## config.mk

```make
export PLATFORM = sky130hd
export DESIGN_NAME = sha_padder
export DESIGN_NICKNAME = d
export VERILOG_FILES = /design/src/rtl/sha_padder.sv
export SDC_FILE = /design/constraint.sdc
export NUM_CORES = 1
export LEC_CHECK = 0
export ABC_AREA = 1
export CORE_MARGIN = 2
export CORE_UTILIZATION = 57
export CTS_BUF_LIST = sky130_fd_sc_hd__clkbuf_16
export DETAILED_ROUTE_END_ITERATION = 16
export PLACE_DENSITY = 0.86
export REMOVE_ABC_BUFFERS = 1
export SLEW_MARGIN = 20
export SYNTH_ARGS = -nofsm -noshare
export SYNTH_HDL_FRONTEND = slang
export SYNTH_SLANG_ARGS = --single-unit
```

## constraint.sdc

```tcl
create_clock -name clk -period 5.03 [get_ports clk]
set_clock_uncertainty 0.1 [all_clocks]
set_input_delay 1.006 -clock clk [delete_from_list [all_inputs] [get_ports clk]]
set_output_delay 1.006 -clock clk [all_outputs]
set_load 0.02 [all_outputs]
```

## src/rtl/sha_padder.sv

```systemverilog
// rtl/sha_padder.sv - SHA-256 message padder: packs bytes into 512-bit blocks
// and appends the 0x80 marker, zero fill and 64-bit big-endian bit length.
module sha_padder (
   input  logic         clk,
   input  logic         clr,
   input  logic [7:0]   in_data,
   input  logic         in_valid,
   input  logic         in_last,
   output logic         in_ready,
   input  logic         core_done,
   output logic [511:0] blk_data,
   output logic         blk_valid,
   output logic         blk_first,
   output logic         blk_last,
   output logic         msg_done
);

   typedef enum logic [2:0] {
      S_FILL,
      S_PAD,
      S_LEN,
      S_EMIT,
      S_WAIT
   } state_t;

   state_t         r_state;
   state_t         w_next;
   logic [5:0]     r_idx;
   logic [60:0]    r_byte_cnt;
   logic           r_pad_pend;
   logic           r_need_len;
   logic           r_blk_last;
   logic           r_blk_first;
   logic           r_msg_done;
   logic [511:0]   r_blk;
   logic [511:0]   w_pad_blk;
   logic [63:0]    w_bitlen;
   logic           w_accept;
   logic           w_ack;

   assign w_accept  = (r_state == S_FILL) && in_valid;
   assign w_ack     = (r_state == S_WAIT) && core_done;
   assign w_bitlen  = {r_byte_cnt, 3'b000};

   assign in_ready  = (r_state == S_FILL);
   assign blk_valid = (r_state == S_EMIT);
   assign blk_data  = r_blk;
   assign blk_first = r_blk_first;
   assign blk_last  = r_blk_last;
   assign msg_done  = r_msg_done;

   // Bytes below idx hold message data; marker at idx, zeros above, length if it fits.
   always_comb begin
      w_pad_blk = r_blk;
      for (int k = 0; k < 64; k++) begin
         if (6'(k) == r_idx) begin
            w_pad_blk[8*(63-k) +: 8] = 8'h80;
         end else if (6'(k) > r_idx) begin
            w_pad_blk[8*(63-k) +: 8] = 8'h00;
         end
      end
      if (r_idx <= 6'd55) begin
         w_pad_blk[63:0] = w_bitlen;
      end
   end

   always_comb begin
      w_next = r_state;
      case (r_state)
         S_FILL: begin
            if (in_valid) begin
               if (r_idx == 6'd63) begin
                  w_next = S_EMIT;
               end else if (in_last) begin
                  w_next = S_PAD;
               end
            end
         end
         S_PAD:  w_next = S_EMIT;
         S_LEN:  w_next = S_EMIT;
         S_EMIT: w_next = S_WAIT;
         S_WAIT: begin
            if (core_done) begin
               if (r_blk_last) begin
                  w_next = S_FILL;
               end else if (r_need_len) begin
                  w_next = S_LEN;
               end else if (r_pad_pend) begin
                  w_next = S_PAD;
               end else begin
                  w_next = S_FILL;
               end
            end
         end
         default: w_next = S_FILL;
      endcase
   end

   always_ff @(posedge clk or negedge clr) begin
      if (!clr) begin
         r_state <= S_FILL;
      end else begin
         r_state <= w_next;
      end
   end

   always_ff @(posedge clk or negedge clr) begin
      if (!clr) begin
         r_idx       <= 6'd0;
         r_byte_cnt  <= 61'd0;
         r_pad_pend  <= 1'b0;
         r_need_len  <= 1'b0;
         r_blk_last  <= 1'b0;
         r_blk_first <= 1'b1;
         r_msg_done  <= 1'b0;
         r_blk       <= 512'd0;
      end else begin
         r_msg_done <= 1'b0;
         if (w_accept) begin
            r_blk[{~r_idx, 3'b000} +: 8] <= in_data;
            r_idx      <= r_idx + 6'd1;
            r_byte_cnt <= r_byte_cnt + 61'd1;
            if (r_idx == 6'd63) begin
               r_pad_pend <= in_last;
            end
         end
         if (r_state == S_PAD) begin
            r_blk <= w_pad_blk;
            if (r_idx <= 6'd55) begin
               r_blk_last <= 1'b1;
            end else begin
               r_need_len <= 1'b1;
            end
         end
         if (r_state == S_LEN) begin
            r_blk      <= {448'd0, w_bitlen};
            r_blk_last <= 1'b1;
         end
         // Index wraps to zero after a full block, so the next block starts at byte 0.
         if (w_ack) begin
            r_idx      <= 6'd0;
            r_pad_pend <= 1'b0;
            r_need_len <= 1'b0;
            if (r_blk_last) begin
               r_byte_cnt  <= 61'd0;
               r_blk_last  <= 1'b0;
               r_blk_first <= 1'b1;
               r_msg_done  <= 1'b1;
            end else begin
               r_blk_first <= 1'b0;
            end
         end
      end
   end

endmodule

```

-- Word level (Yosys, flattened, before mapping)
Cells that the tools add are included.
- muxes and demuxes: 159
- $lt $le $gt $ge: 65
- shifts and indexed selects: 2
- add/subtract/negate cells: 3
- equality and inequality tests: 136
- reductions and logical operators: 76
- bitwise gates (word level): 1
- operator list (cell ; number):
    512-bit 2-to-1 mux ; 3
    8-bit 2-to-1 mux ; 128
    512-bit bitwise mux ; 1
    8-bit by 11-bit variable shift with 512-bit output (first input constant) ; 1
    8-bit by 11-bit variable part select with 512-bit output ; 1
    4-bit by 3-bit != test with 1-bit output (second input constant) ; 56
    6-bit == test (first input constant) ; 32
    6-bit > comparator (first input constant) ; 32
    61-bit 2-to-1 mux ; 3
    2-bit AND reduction ; 66
    5-bit by 6-bit == test with 1-bit output (first input constant) ; 16
    5-bit by 6-bit > comparator with 1-bit output (first input constant) ; 16
    64-bit 2-to-1 mux ; 1
    61-bit by 1-bit adder with 61-bit output (second input constant) ; 1
    4-bit by 6-bit == test with 1-bit output (first input constant) ; 8
    4-bit by 6-bit > comparator with 1-bit output (first input constant) ; 8
    5-bit by 4-bit != test with 1-bit output (second input constant) ; 8
    3-bit by 6-bit == test with 1-bit output (first input constant) ; 4
    3-bit by 6-bit > comparator with 1-bit output (first input constant) ; 4
    1-bit 2-to-1 mux ; 14
    2-bit by 6-bit == test with 1-bit output (first input constant) ; 2
    1-bit by 6-bit > comparator with 1-bit output (first input constant) ; 2
    2-bit by 6-bit > comparator with 1-bit output (first input constant) ; 2
    3-bit 2-to-1 mux ; 4
    21 further kinds ; 29
- input bits: 13
- output and inout bits: 517
- word-level logic and storage cells: 514
- register bits after elaboration: 587

-- Logic depth before layout (Yosys ltp)
Gate-level depths: netlist of the first run.
- depth after elaboration: 7
- mapped depth: 16
- gate-level depth less buffers: 15

-- Least setup slack after synthesis of the first run
Ideal clock, no wire load.
- path type: reg2reg
- from: reg r_idx[0]
- to: reg r_blk[288] (netlist: blk_data[288])
- period minus slack after synthesis: 2.656 ns
- path buffers: 2
- required time: 4.802 ns
- stages on the path, launching flop included: 15
- setup time: 0.128 ns
- slack: 2.374 ns
- arrival: 2.429 ns
- cell sequence: dfrtp_1 -> inv_2 -> clkbuf_1 -> ha_1 -> inv_1 -> nand2_1 -> nor2_4 -> nand2_2 -> nor2_2 -> nand2_1 -> nand2_1 -> nand2_1 -> buf_2 -> nand2_1 -> o21ai_0
- word-level cells in the longest chain between the ends: 7
- elaborated cells on any way between the ends: 13
- those cells by class: add/sub: 1; order compare: 1; eq/ne: 2; shift: 2; mux: 5; bitwise: 1; reduce/logical: 1
- ends and longest elaborated chain (element ; RTL line ; source):
    start: declaration ; 28 ; logic [5:0] r_idx;
    start signal: assignment ; 121 ; r_idx <= r_idx + 6'd1;
    6-bit inverter ; 120 ; r_blk[{~r_idx, 3'b000} +: 8] <= in_data;
    9-bit negator with 11-bit output ; 120 ;
    8-bit by 11-bit variable part select with 512-bit output or 8-bit by 11-bit variable shift with 512-bit output (tied branches) ; 120 ;
    512-bit bitwise mux ; 120 ;
    512-bit 2-to-1 mux ; 119 ; if (w_accept) begin
    512-bit 2-to-1 mux ; 127 ; if (r_state == S_PAD) begin
    512-bit 2-to-1 mux ; 135 ; if (r_state == S_LEN) begin
    end signal: indexed assignment ; 120 ;
    end signal: assignment ; 128 ; r_blk <= w_pad_blk;
    end signal: assignment ; 136 ; r_blk <= {448'd0, w_bitlen};
    end: declaration ; 35 ; logic [511:0] r_blk;
Parallel ways exist; a longest one is shown, timed or not. The select of a mux whose other input is x is not followed.
A chain may end at the register's enable or synchronous reset.

-- Final worst setup path of the first run
- from: reg r_idx[1]
- to: reg r_blk[290] (netlist: blk_data[290])
Same word-level chain as after synthesis.

==> qor.csv, run 1 <==
metric,value,unit
cp-start-kind,flop,
ys_seq_elements,587,
synth-adder-area-share,0.2165,%
synth_top_family_by_area,simple AND/OR/NAND/NOR gates,
ys_seq_area_share,50.84,%
seq_area,14690,um^2
finalSetupViolCount,0,
route.detailed.drc,0,
timing.hold.ws,0.3742,ns
hold_path.startpoint,blk_data[357],
start_util,57.71,%
drt_iter0_drc,4444,
crit_path_max_fanout,20,
synth_simple_gate_area_share,31.50,%
grt_pass1_wl,179000,um
track_usage,44.76,%
n_fill_cell,3848,
layout-drive-gt1-share,6.502,%
wire_per_inst,23.88,um
r2r_start,r_idx[1],
hold_viol,0,
worstSkewPairLatency,0.63,ns
cts-root-buf,clkbuf_16,
clk_pin_slew_worst_paths,0.07,ns
synth_top_flop_cell,dfrtp_1,
detail_route.first_pass.iterations,6,
pre_cts_ws,1.175,ns
grt_pass1_vias,29270,
synth_cells,3762,
wl_met3,13970,um
synth_edf_count,0,
htree_levels,2,
syn-cell-area,28900,um^2
min_to,blk_data[357],
mostFrequentLayoutCells,"nand2_1, dfrtp_1, clkdlybuf4s50_1",
fin_crit_sh,80.39,%
grt_overflow,0,
areaGrowthSynthToFinish,26.74,%
status,"finished, final reports clean",
worst_slew_pin_slew,1.153,ns
yosysWarnings,0,
detail-route-antenna-nets,0,
routed_wl,119400,um
hold-path-cell-count,2,
rsz0062_at_grt,false,
layout_setup_ws,0.9865,ns
p_total,19.56,mW
post_drt_via_cell_ratio,6.113,
drv_slew,0,
multi_input_area,12550,um^2
min_period,4.044,ns
maxSlewHeadroom,22.56,%
globalplace.congestion,1.173,
grt_max_degree,128,
cts_buffers,58,
criticalPathCategory,reg -> reg,
die_w,229.2,um
core_area,50070,um^2
cts-hold-fix-buffers,0,
leakagePower,16.86,nW
required,5.42,ns
worstPathArrival,4.43,ns
async_flop_share,100.0,%
ctsResizeCount,0,
rows,82,
design.die.area,52510,um^2
route.met2.wl,53430,um
final_cells,4998,
max_cap_violations,0,
synth_area_leaders,"dfrtp_1, nand2_1, nor2_1, o21ai_0, nand3_1",
synthMuxAreaShare,0,%
synth_top_area_share,50.75,%
port_buffers,529,
dp_hpwl,88150,um
synth_xor_area_share,0.7578,%
hold_class,reg -> reg,
r2r_slack,0.99,ns
route.top_layer_used,met4,
clockBufferDepth,3,
max_freq,247.3,MHz
r2r_end,blk_data[290],
synth_top_cell_by_area,dfrtp_1,
peakVddDrop,439.4,uV
io_pins,530,
dp_cells,4894,
syn_avg_cell_area,7.681,um^2
mostFrequentLayoutCell,nand2_1,
rr_worst_depth,12,
synth_cell_types,51,
cts_setup_buffers,0,
cts_tree,built,
tns,0,ns
antenna_found_initial,5,
power.density,534.1,nW/um^2
drt-met1-wl,43360,um
synth-compound-area-share,10.95,%
vias,30560,
cts.sinks,587,
endpoint_kind,flop,
die_h,229.2,um
layout.nets,4300,
## cell type report
| class | instances | share of cell area [%] |
|---|---|---|
| multi-input cells | 2774 | 34.28 |
| diodes | 4 | 0.02733 |
| well taps | 672 | 2.296 |
| inverters | 295 | 3.037 |
| clock buffers | 61 | 4.168 |
| repair buffers | 566 | 15.37 |
| clock inverters | 39 | 0.7072 |
| flip-flops and latches | 587 | 40.11 |
## per-stage QoR
step / util [%] / cell area [um^2]
after global routing: 73.14 / 36620
after global placement: 69.55 / 34820
after detailed placement: 69.55 / 34820
after floorplan: - / 28350
after CTS: 73.12 / 36610
final: 73.14 / 36620
## layer usage
metal / up-vias / global-route usage (%)
met5: - / 0
met4: 0 / 26.79
met3: 526 / 10.01
met2: 2365 / 69.68
met1: 14530 / 57.59
li1: 13140 / -
## critical path, cell delays in order (launching register included)
cell,delay [ns]
dfrtp_1,0.51
ha_1,0.44
nor2_1,0.11
nor2_2,0.68
nand2_1,0.48
nor2_4,0.30
nand2_2,0.12
nor2_2,0.33
nand2_1,0.18
nand2_1,0.10
nand2_1,0.29
nand2_1,0.15
o21ai_0,0.10
## kinds of logic (layout without fill, tap and decap cells)
group                    Yosys count  in the layout
AO/OA/AOI/OAI                    549            549
XOR/XNOR                          25             25
adder cells (fa/ha/maj)            5              5
buffers and inverters            401            961
flip-flops                       587            587
other                              0              4
AND/OR/NAND/NOR                 2195           2195
## where the power goes
part | internal [mW] | leakage, nW | switching (mW) | total [mW]
logic | 2.15 | 7.91 | 7.34 | 9.49
registers | 5.30 | 8.02 | 0.554 | 5.85
clock network | 2.32 | 0.926 | 1.89 | 4.22
## registers in the layout (all words and copies together) (netlist names)
signal	cells
blk_data	512
r_byte_cnt	61
r_idx	6
r_state	3
blk_first	1
blk_last	1
msg_done	1
r_need_len	1
r_pad_pend	1
## synthesized netlist by cell type, types with 21 or more instances
| cell type | count |
|---|---|
| nand2_1 | 1392 |
| dfrtp_1 | 586 |
| nor2_1 | 377 |
| o21ai_0 | 267 |
| inv_1 | 246 |
| nand3_1 | 231 |
| o21ai_1 | 101 |
| a21oi_1 | 63 |
| nor3_1 | 56 |
| nand4_1 | 54 |
| inv_2 | 44 |
| buf_2 | 42 |
| clkbuf_1 | 37 |
| o22ai_1 | 29 |
| nor2_2 | 28 |
| xor2_1 | 25 |
| o31ai_1 | 21 |
## how the worst max path moves through the flow
stage	endpoint	slack [ns]	startpoint	cells past startpoint
floorplan	blk_data[15]	-0.22	r_state[0]	10
global placement	blk_data[295]	1.33	r_idx[1]	13
detailed placement	blk_data[290]	1.17	r_idx[1]	12
CTS	blk_data[290]	1.14	r_idx[1]	12
global route	blk_data[289]	0.69	r_idx[1]	12
finish	blk_data[290]	0.99	r_idx[1]	12
Power figures use the tool's default switching activity.
==> run 2, diff against run 1 <==
- CORE_UTILIZATION: 57 -> 48
- PLACE_DENSITY: 0.86 -> 0.77
- clock period: 5.03 -> 3.35 ns (I/O delays scaled with it)
==> run 2 against run 1 <==
Effect of this change:
- global-route usage down 6.7 points
- register-to-register slack got worse by 0.86 ns
- sequential power rose by 49%
- final cell count increased by 4.1%
- non-clock buffer count increased by 98
- hold slack worse by 0.0025 ns
- core utilization decreased by 9.7 points
- combinational power grew 56%
- final area rose by 2.7%
==> qor.csv, run 2 (synthesis results as in run 1) <==
metric,value,unit
worstSkewPairLatency,0.65,ns
routed_wl,119900,um
detail-route-antenna-nets,0,
vias,29650,
grt_pass1_vias,28310,
route.met2.wl,54160,um
port_buffers,529,
status,"finished, final reports clean",
htree_levels,2,
grt_max_degree,90,
p_sw_share,48.81,%
cts-root-buf,clkbuf_16,
clockBufferDepth,3,
areaGrowthSynthToFinish,30.12,%
mostFrequentLayoutCell,nand2_1,
dpl_cell_area,35710,um^2
wire_per_inst,23.04,um
fin_area,37600,um^2
combPwrFrac,49.2,%
io_pins,530,
cts_buffers,59,
wl_met3,10460,um
cp-start-kind,flop,
mostFrequentLayoutCells,"nand2_1, dfrtp_1, clkdlybuf4s50_1",
seq_power_share,29.1,%
cts_tree,built,
max_freq,310.0,MHz
hold_class,reg -> reg,
drv_slew,0,
worstPathArrival,3.62,ns
drt-met1-wl,47730,um
power.density,799.5,nW/um^2
layout-drive-gt1-share,8.676,%
p_clk_share,21.8,%
die_w,249.4,um
final_cells,5201,
required,3.74,ns
clk_pin_slew_worst_paths,0.08,ns
cts.sinks,587,
dp_cells,5092,
p_total,30.06,mW
core_area,59240,um^2
grt_pass1_wl,179000,um
antenna_found_initial,4,
criticalPathCategory,reg -> reg,
endpoint_kind,flop,
peakVddDrop,691.0,uV
fin_crit_sh,96.28,%
start_util,48.78,%
route.top_layer_used,met5,
largest_register_ffs,512,
rsz0062_at_grt,false,
grt_overflow,0,
min_period,3.225,ns
cts_setup_buffers,0,
finalSetupViolCount,0,
dp_hpwl,92480,um
track_usage,38.02,%
design.die.area,62180,um^2
layout.nets,4399,
globalplace.congestion,1.041,
maxSlewHeadroom,37.67,%
drt_iter0_drc,3352,
die_h,249.4,um
post_drt_via_cell_ratio,5.701,
leakagePower,17.40,nW
n_fill_cell,5176,
max_cap_violations,0,
detail_route.first_pass.iterations,5,
p_sw,14.67,mW
crit_path_max_fanout,17,
worst_slew_pin_slew,0.9350,ns
hold_viol,0,
rows,89,
internal_power,15.39,mW
route.detailed.drc,0,
[run 2: final timing paths]
path	start	to	slack, ns	depth (start not counted)
worst max-delay path	r_idx[0]	blk_data[128]	0.12	11
worst min-delay path	blk_data[358]	blk_data[358]	0.37	2
worst max register to register	r_idx[0]	blk_data[128]	0.12	11
worst min register to register	blk_data[358]	blk_data[358]	0.37	2
max in group asynchronous	clr	blk_first	1.66	3
min in group asynchronous	clr	blk_data[240]	0.55	2
[run 2: metrics by stage]
stage | setup WS [ns] | hold WS, ns | utilization [%] | TNS [ns]
finish | 0.1247 | 0.3717 | 63.47 | 0
global placement | 0.1931 | 0.3537 | 60.29 | 0
global route | 0.002013 | 0.3780 | 63.46 | 0
detailed placement | 0.2412 | 0.3574 | 60.29 | 0
CTS | 0.2070 | 0.3730 | 63.45 | 0
floorplan | -1.895 | 0.2744 | - | -819.89
[run 2: per-layer routing]
layer	track usage, %	vias to the layer above
met5	0	-
met4	20.59	2
met3	6.019	373
met2	59.41	1703
met1	51.07	14200
li1	-	13370
[run 2: power by group through the flow]
stage	Clock, mW	Sequential (mW)	Combinational [mW]
2_1_floorplan	0	9.27	7.37
3_3_place_gp	0	8.83	14.2
3_5_place_dp	0	8.82	14.3
4_1_cts	6.58	8.71	14.4
5_1_grt	6.89	8.82	15.7
6_report	6.55	8.74	14.8
[run 2: cell type report]
class	count	area [um^2]	area share, %
Tap cell	773	967.2	2.572
Clock buffer	61	1526	4.060
Antenna cell	2	5.005	0.01331
Multi-Input combinational cell	2774	12560	33.39
Timing Repair Buffer	664	6407	17.04
Inverter	295	1112	2.958
Clock inverter	45	335.3	0.8918
Sequential cell	587	14690	39.07
[run 2: what timing repair did]
action	in CTS	in global routing
endpoints found under the hold margin	59	0
hold buffers	1	0
endpoints found under the setup margin	0	7
resized for setup	0	2
[run 2: worst max-delay path, cell delays in order (launching register included)]
cell      delay, ns
dfrtp_1        0.47
inv_2          0.33
ha_1           0.34
inv_1          0.19
nand2_1        0.21
nor2_1         0.31
nand2_1        0.24
nor2_1         0.35
o21bai_2       0.18
buf_4          0.21
nand2_1        0.06
o31ai_1        0.07
